`src/rtl/rle_bit_encoder_pkg.sv`:
```
// Shared definitions for the run-length bit encoder: default sizes,
// FSM state encoding and record layout {bit, len}.
package rle_bit_encoder_pkg;

  localparam int CNT_W_DEF      = 8;
  localparam int FIFO_DEPTH_DEF = 4;
  localparam int REC_W_DEF      = CNT_W_DEF + 1;

  typedef enum logic {
    ST_IDLE = 1'b0,
    ST_RUN  = 1'b1
  } state_t;

  function automatic int rec_w(input int cnt_w);
    return cnt_w + 1;
  endfunction

endpackage

```
`src/rtl/rle_fifo.sv`:
```
// Synchronous first-word-fall-through FIFO; the head word is driven
// combinationally from storage and reads zero while empty.
module rle_fifo #(
  parameter int W     = 9,
  parameter int DEPTH = 4
) (
  input  logic                       clk,
  input  logic                       rst_n,
  input  logic                       push,
  input  logic [W-1:0]               din,
  input  logic                       pop,
  output logic [W-1:0]               dout,
  output logic [$clog2(DEPTH):0]     level,
  output logic                       full,
  output logic                       empty
);

  localparam int AW = $clog2(DEPTH);
  localparam int LW = AW + 1;

  logic [W-1:0]  mem [DEPTH];
  logic [AW-1:0] wr_ptr;
  logic [AW-1:0] rd_ptr;
  logic [LW-1:0] level_q;
  logic          do_push;
  logic          do_pop;

  assign full  = (level_q == LW'(DEPTH));
  assign empty = (level_q == '0);

  // A full FIFO still accepts a push when the head leaves on the same edge.
  assign do_pop  = pop && !empty;
  assign do_push = push && (!full || do_pop);

  always_ff @(posedge clk or negedge rst_n) begin
    if (!rst_n) begin
      wr_ptr  <= '0;
      rd_ptr  <= '0;
      level_q <= '0;
    end else begin
      if (do_push) wr_ptr <= wr_ptr + AW'(1);
      if (do_pop)  rd_ptr <= rd_ptr + AW'(1);
      case ({do_push, do_pop})
        2'b10:   level_q <= level_q + LW'(1);
        2'b01:   level_q <= level_q - LW'(1);
        default: level_q <= level_q;
      endcase
    end
  end

  always_ff @(posedge clk) begin
    if (do_push) mem[wr_ptr] <= din;
  end

  assign dout  = empty ? '0 : mem[rd_ptr];
  assign level = level_q;

endmodule

```
`src/rtl/rle_bit_encoder.sv`:
```
// Run-length encoder for a sample-enabled serial bit stream; closed runs
// are queued as {bit, len} records and drained over valid/ready.
module rle_bit_encoder
  import rle_bit_encoder_pkg::*;
#(
  parameter int CNT_W      = CNT_W_DEF,
  parameter int FIFO_DEPTH = FIFO_DEPTH_DEF
) (
  input  logic                          clk,
  input  logic                          rst_n,
  input  logic                          in_bit,
  input  logic                          in_en,
  input  logic                          flush,
  output logic                          out_valid,
  input  logic                          out_ready,
  output logic                          out_bit,
  output logic [CNT_W-1:0]              out_len,
  output logic [$clog2(FIFO_DEPTH):0]   fifo_level,
  output logic                          overflow,
  output state_t                        state_dbg
);

  // Handshake: a record transfers on every rising edge where out_valid and
  // out_ready are both high; out_* stay put while valid waits for ready.

  localparam int              REC_W  = rec_w(CNT_W);
  localparam logic [CNT_W-1:0] MAXLEN = '1;

  state_t           state_q, state_d;
  logic             cur_bit_q, cur_bit_d;
  logic [CNT_W-1:0] run_len_q, run_len_d;
  logic             overflow_q;

  logic             emit;
  logic [REC_W-1:0] emit_rec;
  logic [REC_W-1:0] head_rec;
  logic             fifo_full;
  logic             fifo_empty;
  logic             pop;

  always_ff @(posedge clk or negedge rst_n) begin
    if (!rst_n) begin
      state_q   <= ST_IDLE;
      cur_bit_q <= 1'b0;
      run_len_q <= '0;
    end else begin
      state_q   <= state_d;
      cur_bit_q <= cur_bit_d;
      run_len_q <= run_len_d;
    end
  end

  always_comb begin
    state_d   = state_q;
    cur_bit_d = cur_bit_q;
    run_len_d = run_len_q;
    emit      = 1'b0;
    emit_rec  = {cur_bit_q, run_len_q};
    case (state_q)
      ST_IDLE: begin
        if (in_en) begin
          cur_bit_d = in_bit;
          run_len_d = CNT_W'(1);
          state_d   = ST_RUN;
        end
      end
      ST_RUN: begin
        if (flush) begin
          // Flush wins over the sample's own run logic, so one emit at most.
          emit = 1'b1;
          if (in_en) begin
            cur_bit_d = in_bit;
            run_len_d = CNT_W'(1);
          end else begin
            run_len_d = '0;
            state_d   = ST_IDLE;
          end
        end else if (in_en) begin
          if (in_bit != cur_bit_q) begin
            emit      = 1'b1;
            cur_bit_d = in_bit;
            run_len_d = CNT_W'(1);
          end else if (run_len_q == MAXLEN) begin
            emit      = 1'b1;
            run_len_d = CNT_W'(1);
          end else begin
            run_len_d = run_len_q + CNT_W'(1);
          end
        end
      end
      default: state_d = ST_IDLE;
    endcase
  end

  assign pop = out_valid && out_ready;

  rle_fifo #(
    .W     (REC_W),
    .DEPTH (FIFO_DEPTH)
  ) u_fifo (
    .clk   (clk),
    .rst_n (rst_n),
    .push  (emit),
    .din   (emit_rec),
    .pop   (pop),
    .dout  (head_rec),
    .level (fifo_level),
    .full  (fifo_full),
    .empty (fifo_empty)
  );

  // Sticky until reset: records lost when the buffer was full and not draining.
  always_ff @(posedge clk or negedge rst_n) begin
    if (!rst_n) begin
      overflow_q <= 1'b0;
    end else if (emit && fifo_full && !pop) begin
      overflow_q <= 1'b1;
    end
  end

  assign out_valid          = !fifo_empty;
  assign {out_bit, out_len} = head_rec;
  assign overflow           = overflow_q;
  assign state_dbg          = state_q;

endmodule

```
`config.mk`:
```
export PLATFORM = sky130hd
export DESIGN_NAME = rle_bit_encoder
export DESIGN_NICKNAME = d
export VERILOG_FILES = /design/src/rtl/rle_bit_encoder_pkg.sv /design/src/rtl/rle_fifo.sv /design/src/rtl/rle_bit_encoder.sv
export SDC_FILE = /design/constraint.sdc
export NUM_CORES = 1
export LEC_CHECK = 0
export CORE_ASPECT_RATIO = 0.8
export CORE_UTILIZATION = 30
export DETAILED_ROUTE_END_ITERATION = 6
export SLEW_MARGIN = 20
export SYNTH_ARGS = -nofsm -noshare
export SYNTH_HDL_FRONTEND = slang
export SYNTH_SLANG_ARGS = --single-unit
export TNS_END_PERCENT = 50
```
`constraint.sdc`:
```
create_clock -name clk -period 4.9 [get_ports clk]
set_input_delay 0.49 -clock clk [delete_from_list [all_inputs] [get_ports clk]]
set_output_delay 0.49 -clock clk [all_outputs]
set_load 0.005 [all_outputs]
```
# After elaboration in Yosys (flattened, before gate mapping)
# Memories as Yosys holds them, arrays and structs flattened.
# Index checks and enable logic that the tools add are counted.
[word_totals]
ff_bits = 18
latchBits = 0
mem_bits_rw = 36
rom_bits = 0
input_bits = 6
elab_cells = 59
memories = 1
[memory_table]
columns = ["name", "depth", "width", "read_ports", "rd_ports_with_merged_regs", "wr", "line_no", "rtl"]
rows = [
  ["u_fifo.mem", 4, 9, 1, 0, 1, "rle_fifo.sv:21", "logic [W-1:0] mem [DEPTH];"],
]
[classes]
n_addsub = 5
mul = 0
div = 0
magnitude_cmp = 0
eq_ne = 8
shifts = 0
muxes = 24
bitwise = 1
reduce_logical = 13
[ops]
columns = ["op", "n"]
rows = [
  ["8-bit 2-to-1 mux", 5],
  ["8-bit case mux with 2 select lines", 1],
  ["1-bit 2-to-1 mux", 14],
  ["9-bit 2-to-1 mux", 1],
  ["8-bit by 1-bit adder with 8-bit output (second input constant)", 1],
  ["8-bit equality test (second input constant)", 1],
  ["3-bit case mux with 2 select lines", 1],
  ["1-bit logical AND", 5],
  ["2-bit by 1-bit adder with 2-bit output (second input constant)", 2],
  ["1-bit case mux with 2 select lines", 2],
  ["2-bit AND reduction", 2],
  ["3-bit by 1-bit adder with 3-bit output (second input constant)", 1],
  ["3-bit equality test (second input constant)", 1],
  ["1-bit logical NOT", 3],
  ["3-bit logical NOT", 1],
  ["3-bit by 2-bit != test with 1-bit output (second input constant)", 1],
  ["3-bit != test (second input constant)", 1],
  ["3-bit by 1-bit subtractor with 3-bit output (second input constant)", 1],
  ["2-bit by 1-bit equality test with 1-bit output (second input constant)", 1],
  ["2-bit equality test (second input constant)", 1],
  ["2-bit != test (second input constant)", 1],
  ["2-bit nonzero test", 1],
  ["1-bit logical OR", 1],
  ["1-bit != test", 1],
  ["1-bit inverter", 1],
]

# Longest topological paths before layout
[depth]
depth_word = 9
ltp_mapped = 11
mapped_depth_nobuf = 11

# Cells and area by module
# Synthesis repeated with hierarchy kept, for this count alone.
[unflattened]
cells_unflattened = 156
hier_area_um2 = 2401.1
[modules_own_cells]
columns = ["module", "instances", "cells_per_inst", "area_per_inst_um2"]
rows = [
  ["rle_fifo", 1, 96, 1794.2],
  ["rle_bit_encoder", 1, 60, 606.8],
]

# Worst setup path before layout
# No wires, ideal clock.
[synth_path]
path_kind = "input -> register"
startpoint = "in out_ready"
endpoint = "reg u_fifo.level_q[2] (netlist: u_fifo.level[2])"
setup_ps = 79
arrival_ps = 2198
path_slack_ps = 2623
stages = 10
path_buffers = 0
path_cell_list = "or4b_4 > o211ai_2 > a31oi_4 > inv_1 > ha_1 > inv_1 > fa_1 > xor2_1 > nor2_1 > xor2_1"
[synth_between]
elab_chain_cells = 6
elab_cells_between_ends = 8
classes_between = "2 x eq/ne; 1 x mux; 5 x reduce/logical"
[synth_rtl]
columns = ["element", "line_no", "rtl"]
rows = [
  ["from (decl)", "rle_bit_encoder.sv:15", "input logic out_ready,"],
  ["1-bit logical AND *", "rle_bit_encoder.sv:95", "assign pop = out_valid && out_ready;"],
  ["1-bit logical AND *", "rle_fifo.sv:32", "assign do_pop = pop && !empty;"],
  ["1-bit logical OR", "rle_fifo.sv:33", "assign do_push = push && (!full || do_pop);"],
  ["1-bit logical AND", "rle_fifo.sv:33", ""],
  ["2-bit by 1-bit equality test with 1-bit output / 2-bit equality test (equally long branches)", "rle_fifo.sv:43", "case ({do_push, do_pop})"],
  ["3-bit case mux with 2 select lines / 2-bit nonzero test (equally long branches)", "--", ""],
  ["to (signal assigned)", "rle_fifo.sv:44", "2'b10: level_q <= level_q + LW'(1);"],
  ["to (signal assigned)", "rle_fifo.sv:45", "2'b01: level_q <= level_q - LW'(1);"],
  ["to (signal assigned)", "rle_fifo.sv:46", "default: level_q <= level_q;"],
  ["to (decl)", "rle_fifo.sv:24", "logic [LW-1:0] level_q;"],
]
# Mark *: on every way between the ends. The rest lies on a longest branch, timed or not.
# A chain may end at the register's enable or synchronous reset.

# Worst setup path after layout
[layout_path]
startpoint = "reg u_fifo.rd_ptr[0]"
endpoint = "out out_len[7]"
[layout_between]
elab_chain_cells = 2
[layout_rtl]
columns = ["element", "line_no", "rtl"]
rows = [
  ["from (decl)", "rle_fifo.sv:23", "logic [AW-1:0] rd_ptr;"],
  ["from (signal assigned)", "rle_fifo.sv:42", "if (do_pop) rd_ptr <= rd_ptr + AW'(1);"],
  ["memory read 4 x 9 bit", "--", ""],
  ["9-bit 2-to-1 mux", "rle_fifo.sv:55", "assign dout = empty ? '0 : mem[rd_ptr];"],
  ["to (decl)", "rle_bit_encoder.sv:17", "output logic [CNT_W-1:0] out_len,"],
]
# No other way between the ends.

==> flow_summary.rst <==
.. list-table::
   :header-rows: 1

   * - Metric
     - Value
   * - Detail-routed net length per standard cell
     - 13.5 µm
   * - Number of top-level pins
     - 21
   * - Cell internal pwr
     - 0.972 mW
   * - Main area contributors after synthesis
     - edfxtp_1 (46%), dfrtp_1 (19%), mux4_2 (8.6%)
   * - Unrepaired setup endpoints after global routing
     - no
   * - Post-layout net count
     - 188
   * - Req. time, crit path
     - 4410 ps
   * - Drt first pass iters
     - 4
   * - Hold Path Depth
     - 1
   * - Sw Share
     - 28.4%
   * - Smallest hold slack
     - 509 ps
   * - Total half-perimeter wirelength after legalization and detailed placement
     - 2.68 mm
   * - Cell Area, Synth
     - 2370 µm²
   * - FMAX
     - 362 MHz
   * - Number of DRC markers after the initial detailed-route iteration
     - 54
   * - Number of setup buffers added after CTS
     - 0
   * - Final worst clock skew
     - 9.02 ps
   * - Area added between synthesis and finish
     - 16.6%
   * - Final worst path period share
     - 56.4%
   * - Most frequently used flop master after synthesis
     - edfxtp_1
   * - Total cell area at the placement stage
     - 2670 µm²
   * - Worst-case vdd ir drop
     - 0.159 mV
   * - Setup crit end kind
     - output pin
   * - Max-slew violation count
     - 0
   * - Overall fraction of global-route tracks in use
     - 10.5%
   * - Clock latency on the worst-skew pair
     - 310 ps
   * - Final TNS setup
     - 0 ps
   * - Clock-pin slew on the worst setup and hold paths
     - 90 ps
   * - Synth area leader
     - edfxtp_1
   * - Starting density of the core
     - 31.4%
   * - Endpoints failing setup
     - 0
   * - TritonCTS Buffers
     - 5
   * - Die area
     - 8250 µm²
   * - Hold_sp
     - overflow$_DFFE_PN0P_
   * - Hold-fix buffer count after cts
     - 0
   * - Number of flops mapped to enable cells by yosys
     - 36
   * - Filler-free cell count of the finished design
     - 281
   * - Port buffer count
     - 20
   * - Max-cap violation count
     - 0
   * - Pleak
     - 0.986 nW
   * - Post-detailed-route count of antenna-violating nets
     - 0
   * - Setup CP Type
     - reg2out
   * - Post-synthesis cell count
     - 152
   * - Peak fanout along the critical path
     - 11
   * - Diodes inserted
     - 0
   * - Classification of the worst-slack hold path
     - reg2reg
   * - Aggregate routed wire length
     - 3.79 mm
   * - Count leader, synth
     - edfxtp_1
   * - Final Wtd Congestion
     - 0.726
   * - Switching power
     - 0.385 mW
   * - Result of the run
     - finished, final reports clean
   * - Yosys Warn Count
     - 0
   * - Portion of synthesized cell area occupied by the leading cell type
     - 45.7%
   * - Combinational cell fraction of total power
     - 33.9%
   * - Launch point of the worst reg-to-reg path
     - run_len_q[0]$_DFFE_PN0P_
   * - Relative contribution of the clock network to total power
     - 17.7%
   * - Clock Root Buffer
     - clkbuf_8
   * - Sequential fraction of design power
     - 48.3%
   * - Flops & latches, synth
     - 54
   * - Synthesized area per cell
     - 15.6 µm²
   * - Register area share after synthesis
     - 64.7%
   * - Row count
     - 28
   * - Worst Max-Slew Pin Slew
     - 825 ps
   * - Detailed-route vias per instance
     - 4.28
   * - Share of layout cells above drive strength 1
     - 13.6%
   * - Library cells used by synthesis
     - 33
   * - Worst EP arrival
     - 2270 ps
   * - Chip Height
     - 81.4 µm
   * - Hold EP
     - overflow$_DFFE_PN0P_
   * - Count of H-tree levels built during CTS
     - 2
   * - Number of nets produced by synthesis
     - 165
   * - CORE AREA
     - 7530 µm²
   * - Capture instance of the worst register-to-register path
     - u_fifo.level[1]$_DFFE_PN0P_
   * - Antenna violations before repair
     - 0
   * - Clock tree buffer depth
     - 2
   * - Post-cts gate resize count
     - 0
   * - DRC violation count after routing
     - 0
   * - Instance count after placement with tap cells included
     - 273
   * - Top post-synthesis cells by count
     - edfxtp_1 (36), dfrtp_1 (18), and2_1 (14)
   * - Total power after layout
     - 1.36 mW
   * - Global-route wire length before repair
     - 6.24 mm
   * - Number of sinks driven by the clock tree
     - 54
   * - Fraction of synthesis flops using an asynchronous set or reset pin
     - 33.3%
   * - Clock tree from TritonCTS
     - built
   * - Minimum clock period after layout
     - 2760 ps
   * - Count of final hold-check violations
     - 0
   * - Power per cell area
     - 492 nW/µm²
   * - R2R setup slack
     - 2530 ps
   * - Cell area after layout
     - 2760 µm²
   * - Slew HR
     - 44.8%
   * - Crit start category
     - flop
   * - Overall overflow remaining after global route
     - 0
   * - Vias after detailed routing
     - 1,204
   * - Maximum number of pins on one net before global-route repair
     - 19
   * - Horizontal extent of the die
     - 101 µm
   * - Via count of the first global-routing pass
     - 1,233
   * - Fill cell total of the finished layout
     - 722
   * - Count of cells along the worst register-to-register path
     - 9
## state kept, by name, indices dropped and copies added, names as in the netlist
register,count
overflow,1
state_dbg,1
u_fifo.wr_ptr,2
u_fifo.mem,36
run_len_q,8
cur_bit_q,1
u_fifo.level,3
u_fifo.rd_ptr,2
## metal layers
| metal | GRT usage [%] | vias up | part of all wire, % |
|---|---|---|---|
| li1 | - | 597 | - |
| met1 | 14.4 | 586 | 51 |
| met2 | 16.0 | 19 | 45 |
| met3 | 3.57 | 2 | 3.5 |
| met4 | 2.61 | 0 | 0.50 |
| met5 | 0 | - | 0 |
## critical path: stages, from the launching register on
cell and delay (ps):
dfrtp_1 760, mux4_2 600, and2_1 170, clkdlybuf4s50_1 430
## worst max-delay path by stage
stage,from,endpoint,slack (ps),depth (start not counted)
2_1_floorplan,out_ready,u_fifo.level[2]$_DFFE_PN0P_,2620,10
5_1_grt,u_fifo.rd_ptr[0]$_DFFE_PN0P_,out_bit,1960,3
3_3_place_gp,out_ready,u_fifo.level[2]$_DFFE_PN0P_,2100,11
3_5_place_dp,out_ready,u_fifo.level[2]$_DFFE_PN0P_,2070,11
4_1_cts,u_fifo.rd_ptr[0]$_DFFE_PN0P_,out_len[7],2090,3
6_report,u_fifo.rd_ptr[0]$_DFFE_PN0P_,out_len[7],2140,3
## cells by family after synthesis
family / count (synthesis) / share of synthesized area (%)
adders and majority gates: 7 / 4.02
muxes: 11 / 9.68
xor gates and xnor gates: 12 / 4.76
DFF: 54 / 64.7
buffers and inverters: 13 / 2.54
and+or+nand+nor: 42 / 9.84
AOI/OAI and AO/OA: 13 / 4.44
## cells in the final DEF (no fill, tap or decap), types with 2 or more instances in the layout
master and instances:
mux4_2 9, nand2_1 6, a21oi_1 2, nand3_1 5, ha_1 6, edfxtp_1 36, clkbuf_8 5, dfrtp_1 18
and2_1 14, a21o_1 2, o21ai_0 2, clkinvlp_4 2, inv_1 9, nor2_1 8, xor2_1 3, xnor2_1 8
clkdlybuf4s50_1 20, a22o_1 2, nor3_1 4
## stage by stage
step                utilization, %  setup WS [ps]
global route                  36.6           1960
global placement              35.5           2100
floorplan                        -           2620
finish                        36.6           2140
detailed placement            35.5           2070
CTS                           36.6           2090
## cell type report
type / count / area (µm²) / area share [%]
Clock buffer: 6 / 72.6 / 2.63
Clock inverter: 2 / 15.0 / 0.544
Inverter: 9 / 33.8 / 1.22
Multi-Input combinational cell: 85 / 774 / 28.1
Sequential cell: 54 / 1530 / 55.5
Tap cell: 105 / 131 / 4.76
Timing Repair Buffer: 20 / 200 / 7.26
## power groups by stage
stage / clock network [mW] / registers (mW) / logic [mW]
3_5_place_dp: 0 / 0.671 / 0.469
6_report: 0.240 / 0.656 / 0.461
5_1_grt: 0.270 / 0.673 / 0.510
2_1_floorplan: 0 / 0.618 / 0.303
3_3_place_gp: 0 / 0.668 / 0.462
4_1_cts: 0.250 / 0.661 / 0.470
Power figures use the tool's default switching activity.
